==> config.mk <==
export PLATFORM = sky130hd
export DESIGN_NAME = bram_search_ctrl
export DESIGN_NICKNAME = d
export VERILOG_FILES = /design/src/rtl/bram_search_ctrl.sv
export SDC_FILE = /design/constraint.sdc
export NUM_CORES = 1
export LEC_CHECK = 0
export ABC_AREA = 1
export ABC_CLOCK_PERIOD_IN_PS = 1600
export CAP_MARGIN = 20
export CORE_ASPECT_RATIO = 0.7
export CORE_MARGIN = 2
export CORE_UTILIZATION = 41
export CTS_CLUSTER_DIAMETER = 30
export DETAILED_ROUTE_END_ITERATION = 8
export GPL_TIMING_DRIVEN = 0
export PLACE_DENSITY = 0.77
export SLEW_MARGIN = 30
export SYNTH_ARGS = -nofsm -noshare
export SYNTH_HDL_FRONTEND = slang
export SYNTH_SLANG_ARGS = --single-unit
==> constraint.sdc <==
create_clock -name clk -period 1.6 [get_ports clk]
set_input_delay 0.32 -clock clk [delete_from_list [all_inputs] [get_ports clk]]
set_output_delay 0.32 -clock clk [all_outputs]
set_load 0.01 [all_outputs]
==> src/rtl/bram_search_ctrl.sv <==
// bram_search_ctrl
// Host-facing controller for a single-port search BRAM with registered read
// data. The host loads words through the controller, then starts a search;
// the controller walks addresses 0..DEPTH-1 two cycles per word (issue, then
// compare) and reports found / lowest matching position / done.
//
// Optional feature macro: MATCH_COUNT_EN
//   defined   - always scans all DEPTH words and exposes match_count
//   undefined - stops at the first match, no match_count port

module bram_search_ctrl #(
    parameter int DATA_WIDTH    = 8,
    parameter int ADDRESS_WIDTH = 8,
    parameter int DEPTH         = 8
) (
    input  logic                     clk,
    input  logic                     rst_n,
    input  logic                     wr_en,
    input  logic [ADDRESS_WIDTH-1:0] wr_addr,
    input  logic [DATA_WIDTH-1:0]    wr_data,
    input  logic                     start,
    input  logic [DATA_WIDTH-1:0]    key,
    output logic                     busy,
    output logic                     done,
    output logic                     found,
    output logic [ADDRESS_WIDTH-1:0] position,
`ifdef MATCH_COUNT_EN
    output logic [ADDRESS_WIDTH:0]   match_count,
`endif
    output logic                     ram_cs,
    output logic                     ram_oe,
    output logic                     ram_we,
    output logic [ADDRESS_WIDTH-1:0] ram_address,
    output logic [DATA_WIDTH-1:0]    ram_din,
    input  logic [DATA_WIDTH-1:0]    ram_dout
);

    typedef enum logic [2:0] {
        IDLE,
        WRITE,
        RD_ISSUE,
        RD_CMP,
        DONE
    } state_t;

    localparam logic [ADDRESS_WIDTH-1:0] LAST_ADDR = ADDRESS_WIDTH'(DEPTH - 1);
    localparam logic [ADDRESS_WIDTH-1:0] ADDR_ONE  = ADDRESS_WIDTH'(1);

    state_t                   state;
    state_t                   state_next;
    logic [DATA_WIDTH-1:0]    key_q;
    logic [DATA_WIDTH-1:0]    key_next;
    logic                     found_next;
    logic [ADDRESS_WIDTH-1:0] position_next;
    logic                     cs_next;
    logic                     oe_next;
    logic                     we_next;
    logic [ADDRESS_WIDTH-1:0] addr_next;
    logic [DATA_WIDTH-1:0]    din_next;
    logic                     is_match;
    logic                     scan_end;

`ifdef MATCH_COUNT_EN
    localparam logic [ADDRESS_WIDTH:0] COUNT_ONE = (ADDRESS_WIDTH + 1)'(1);
    logic [ADDRESS_WIDTH:0] count_next;
`endif

    // Read data is only meaningful in RD_CMP, where the address is still held
    // from the issue cycle, so the comparison is a plain equality on dout.
    assign is_match = (ram_dout == key_q);

    // With match counting every word must be visited; otherwise the first hit
    // ends the scan early.
`ifdef MATCH_COUNT_EN
    assign scan_end = (ram_address == LAST_ADDR);
`else
    assign scan_end = (ram_address == LAST_ADDR) || is_match;
`endif

    // Status flags are pure decodes of the state register.
    assign busy = (state != IDLE);
    assign done = (state == DONE);

    // State register plus every registered output; reset clears it all.
    always_ff @(posedge clk) begin
        if (!rst_n) begin
            state       <= IDLE;
            key_q       <= '0;
            found       <= 1'b0;
            position    <= '0;
            ram_cs      <= 1'b0;
            ram_oe      <= 1'b0;
            ram_we      <= 1'b0;
            ram_address <= '0;
            ram_din     <= '0;
`ifdef MATCH_COUNT_EN
            match_count <= '0;
`endif
        end else begin
            state       <= state_next;
            key_q       <= key_next;
            found       <= found_next;
            position    <= position_next;
            ram_cs      <= cs_next;
            ram_oe      <= oe_next;
            ram_we      <= we_next;
            ram_address <= addr_next;
            ram_din     <= din_next;
`ifdef MATCH_COUNT_EN
            match_count <= count_next;
`endif
        end
    end

    // Next-state logic: writes win over a simultaneous start in IDLE.
    always_comb begin
        state_next = state;
        case (state)
            IDLE: begin
                if (wr_en) begin
                    state_next = WRITE;
                end else if (start) begin
                    state_next = RD_ISSUE;
                end
            end
            WRITE:    state_next = wr_en ? WRITE : IDLE;
            RD_ISSUE: state_next = RD_CMP;
            RD_CMP:   state_next = scan_end ? DONE : RD_ISSUE;
            DONE:     state_next = IDLE;
            default:  state_next = IDLE;
        endcase
    end

    // Next values of the registered outputs; RAM strobes default low and the
    // address/data/results hold unless a state explicitly changes them.
    always_comb begin
        key_next      = key_q;
        found_next    = found;
        position_next = position;
        cs_next       = 1'b0;
        oe_next       = 1'b0;
        we_next       = 1'b0;
        addr_next     = ram_address;
        din_next      = ram_din;
`ifdef MATCH_COUNT_EN
        count_next    = match_count;
`endif
        case (state)
            IDLE, WRITE: begin
                if (wr_en) begin
                    cs_next   = 1'b1;
                    we_next   = 1'b1;
                    addr_next = wr_addr;
                    din_next  = wr_data;
                end else if (state == IDLE && start) begin
                    key_next      = key;
                    found_next    = 1'b0;
                    position_next = '0;
`ifdef MATCH_COUNT_EN
                    count_next    = '0;
`endif
                    cs_next       = 1'b1;
                    oe_next       = 1'b1;
                    addr_next     = '0;
                end
            end
            RD_CMP: begin
                if (is_match && !found) begin
                    found_next    = 1'b1;
                    position_next = ram_address;
                end
`ifdef MATCH_COUNT_EN
                if (is_match) begin
                    count_next = match_count + COUNT_ONE;
                end
`endif
                if (!scan_end) begin
                    cs_next   = 1'b1;
                    oe_next   = 1'b1;
                    addr_next = ram_address + ADDR_ONE;
                end
            end
            default: begin
            end
        endcase
    end

endmodule

# Word level (Yosys, flattened, before mapping)
# Index checks and enable logic that the tools add are counted.
[totals] reg_bits=39 in_bits=36 out_inout_bits=30 wordCells=59
[op_classes] add_sub_neg=1 n_eq_ne=12 muxes=23 bitwise=1 reduce_logical=13
[op_table] operator="$mux 8" count=5
[op_table] operator="$pmux 8 s2" count=2
[op_table] operator="$pmux 3 s4" count=1
[op_table] operator="$mux 1" count=9
[op_table] operator="$mux 3" count=3
[op_table] operator="$add 8x1->8 const B" count=1
[op_table] operator="$eq 8x3->1 const B" count=1
[op_table] operator="$eq 8x8->1" count=1
[op_table] operator="$ne 2x2->1 const B" count=4
[op_table] operator="$eq 3x2->1 const B" count=2
[op_table] operator="$ne 3x3->1 const B" count=2
[op_table] operator="$pmux 1 s2" count=3
[op_table] operator="$reduce_and 3->1" count=2
[op_table] operator="$reduce_and 2->1" count=2
[op_table] operator="$reduce_and 4->1" count=1
[op_table] operator="$eq 3x1->1 const B" count=1
[op_table] operator="$eq 3x3->1 const B" count=1
[op_table] operator="$logic_not 3->1" count=1
[op_table] operator="$reduce_bool 3->1" count=1
[op_table] operator="$logic_and 1x1->1" count=2
[op_table] operator="$reduce_bool 2->1" count=1
[op_table] operator="$reduce_or 2->1" count=1
[op_table] operator="$logic_not 1->1" count=1
[op_table] operator="$logic_or 1x1->1" count=1
[op_table] operator="$not 1->1" count=1

# Depth between registers and ports, before layout
[depth] word_depth=5 depth_mapped=10 ltp_nobuf=10

# Worst setup path before layout
# Ideal clock, no wire load.
[synth_timing] path_type="register -> register" startpoint="register ram_address[0]" endpoint="register ram_address[1]" setup_time_ns=0.115 arrival_ns=1.300 required_ns=1.485 setup_slack_ns=0.185 stages_incl_launch_ff=9 n_path_buf=1 synth_period_minus_slack_ns=1.415 cell_sequence="dfxtp_1 ha_1 nand2_1 inv_1 nand4_1 nand3_2 buf_2 a21oi_1 nor2_1"
[synth_between] elab_chain_len=4 word_cells_on_any_way=7 classes_between="1 x add/sub; 2 x eq/ne; 2 x mux; 2 x reduce/logical"
[synth_rtl] element="start: declaration" line_no="33" source="output logic [ADDRESS_WIDTH-1:0] ram_address,"
[synth_rtl] element="start signal: assignment" line_no="107" source="ram_address <= addr_next;"
[synth_rtl] element="branches (longest 4 deep; another with $add 8x1->8)"
# Several ways; the timed one is not identified. The select of a mux whose other input is x is not followed.
# A chain may end at the register's enable or synchronous reset.

# Worst setup path after layout
[layout_timing] startpoint="register state[1]" endpoint="output busy"
[layout_between] elab_chain_len=1
[layout_rtl] element="start: declaration" line_no="49" source="state_t state;"
[layout_rtl] element="start signal: assignment" line_no="100" source="state <= state_next;"
[layout_rtl] element="$reduce_bool 3->1" line_no="81" source="assign busy = (state != IDLE);"
[layout_rtl] element="end: declaration" line_no="23" source="output logic busy,"
# No other way between the ends.

==> qor.yml <==
antenna_cells: 0
fin_skew_ns: 0.00804
synth_top_area_share_pct: 40.7
drv_slew: 0
numPortBuffers: 65
cts_tree: "yes"
violations: "DRC"
pwr-share-comb_pct: 30.3
irDropWorstVdd_v: 0.000592
cp-start-kind: "register"
utilization_pct: 65.1
ys_warn_count: 0
power.switching_uw: 847
drtIter0Drc: 90
core_um2: 4430
path_max_fanout: 4
grt_pass1_wl_um: 8240
worst_ep_required_time_ns: 1.28
synth_seq_cells: 39
outcome: "finished, violations left"
syn_to_final_growth_pct: 50.2
fmax_ghz: 0.643
endpoint_kind: "primary output"
fillers: 401
drive_gt1_share_pct: 12.6
clkPwrFrac_pct: 27.8
syn_area_per_cell_um2: 7.03
grt-ovfl-total: 0
synthesis.nets: 310
antenna_found_initial: 0
syn-cell-area_um2: 1920
rsz0062_at_grt: "true"
arrival_ns: 1.23
worst_slew_pin_slew_ns: 0.449
swShare_pct: 31.5
cts_buffer_depth: 2
synthTopCellsByArea: "dfxtp_1 (41%), nand2_1 (11%), nor2_1 (8.0%)"
gp_congestion: 0.797
yosysSeqAreaShare_pct: 40.7
critPathKind: "register to primary output"
dr.pass1.iters: 6
path_buf_inv: 2
total_power_uw: 2680
cp_cell_sequence: "inv_1 -> nand3_4 -> dlygate4sd2_1"
die_x_um: 85.8
layout_common_cells: "clkdlybuf4s50_1 (60), nand2_1 (56), nor2_1 (36)"
ios: 66
critPathSlowestCell: "dfxtp_1"
cts_buffers: 5
ant_nets: 0
die_area_um2: 5250
ctsHoldBuffers: 0
yosysTopAreaCell: "dfxtp_1"
grt_pass1_vias: 1857
cp_top_family: "buffers and inverters"
synthDistinctLibCells: 25
hold_viol_final: 0
wl_per_cell_um: 12.7
power_frac_seq_pct: 41.9
grt_usage_pct: 20.3
viasPerCell: 5.04
hpwl_um: 3720
cpPeakStageDelay_ns: 0.33
leakage_uw: 0.00121
route.detailed.drc: 4
power.density_nw_per_um2: 931
num_vias: 2073
finalCriticalPeriod_ns: 1.55
max_cap_violations: 0
insertion_delay_ns: 0.30
power.internal_uw: 1840
clkTransAtPathRegs_ns: 0.08
max-slew-margin-rel_pct: 70.1
initial_core_util_pct: 43.3
row_count: 20
mostFrequentLayoutCell: "clkdlybuf4s50_1"
cts_root_buffer: "clkbuf_8"
htreeDepth: 2
nets: 392
cts.sinks: 39
finalCritPeriodShare_pct: 97.2
min_path_type: "register to register"
grt_max_degree: 13
synth_cells: 273
finalWirelength_um: 5220
fp.dieH_um: 61.2
setup_viol: 0
==> synthesized netlist by cell type <==
library cell / count
nand2_1: 57
nor2_1: 41
dfxtp_1: 39
a21oi_1: 29
nand3_1: 27
inv_1: 26
o21ai_0: 21
clkbuf_1: 4
nand2_4: 4
nor3_1: 3
xnor2_1: 3
a22o_1: 2
buf_2: 2
inv_2: 2
nor2_8: 2
xor2_1: 2
a211oi_1: 1
a21oi_4: 1
buf_6: 1
ha_1: 1
inv_4: 1
nand2_2: 1
nand3_2: 1
nand3_4: 1
nand4_1: 1
==> sequential cells by signal, indices dropped and copies added, names as in the netlist, 3 cells and up <==
name / count
key_q: 8
ram_address: 8
position: 8
state: 3
ram_din: 8
==> worst paths after layout <==
kind,to,slack (ns),cells after the start,from
worst max-delay path,busy,0.05,3,state[1]$_SDFFE_PN0P_
worst min-delay path,position[5]$_SDFFE_PN0P_,0.47,2,position[5]$_SDFFE_PN0P_
worst max register to register,ram_address[0]$_SDFFE_PN0P_,0.06,9,state[1]$_SDFFE_PN0P_
worst min register to register,position[5]$_SDFFE_PN0P_,0.47,2,position[5]$_SDFFE_PN0P_
==> cell type report <==
class                   instances  area [um^2]  share of cell area, %
well taps                      55         68.8                   2.39
inverters                      29          121                   4.21
clock inverters                 1         7.51                  0.260
clock buffers                   7         96.3                   3.34
multi-input cells             199         1030                   35.8
plain buffers                   7         42.5                   1.48
repair buffers                 74          727                   25.2
flip-flops and latches         39          787                   27.3
==> power by group through the flow <==
stage	Clock, uW	Sequential (uW)	Combinational [uW]
floorplan	0	1160	407
global placement	0	1140	736
detailed placement	0	1140	744
CTS	751	1120	751
global route	800	1130	899
finish	747	1130	812
==> worst reg2reg max path, delay by kind of cell (launching register included) <==
family | cells | cell delay (ns)
buffers and inverters | 3 | 0.38
AND/OR/NAND/NOR | 5 | 0.56
AO/OA/AOI/OAI | 1 | 0.16
flip-flops | 1 | 0.33
==> routing by layer <==
metal / routed length (um) / track usage (%) / vias up
li1: - / - / 1050
met1: 2550 / 27.6 / 957
met2: 2310 / 32.0 / 58
met3: 301 / 4.83 / 8
met4: 63 / 7.26 / 0
met5: 0 / 0 / -
==> kinds of logic after synthesis <==
logic type	Yosys count	synth area share, %
fa+ha+maj	1	0.652
compound gates	54	15.2
simple gates	138	33.5
buf+inv	36	7.69
flops	39	40.7
xor+xnor	5	2.28
==> what timing repair did <==
action                                  CTS  global route
pin swaps                                 0             4
buffers inserted                          0             9
resized for setup                        11            15
gates cloned                              0             1
endpoints found under the setup margin   16            24
==> through the flow <==
stage          hold WS (ns)  TNS [ns]  worst slack (ns)  instance area (um^2)  std cells
4_1_cts               0.472         0           0.00853                  2760        401
3_5_place_dp          0.462     -7.08            -0.414                  2640        393
5_1_grt               0.500    -0.196           -0.0745                  2880        411
3_3_place_gp          0.451     -6.42            -0.380                  2640        393
2_1_floorplan         0.443         0             0.185                  1920        273
6_report              0.472         0            0.0455                  2880        411
Power figures use the tool's default switching activity.
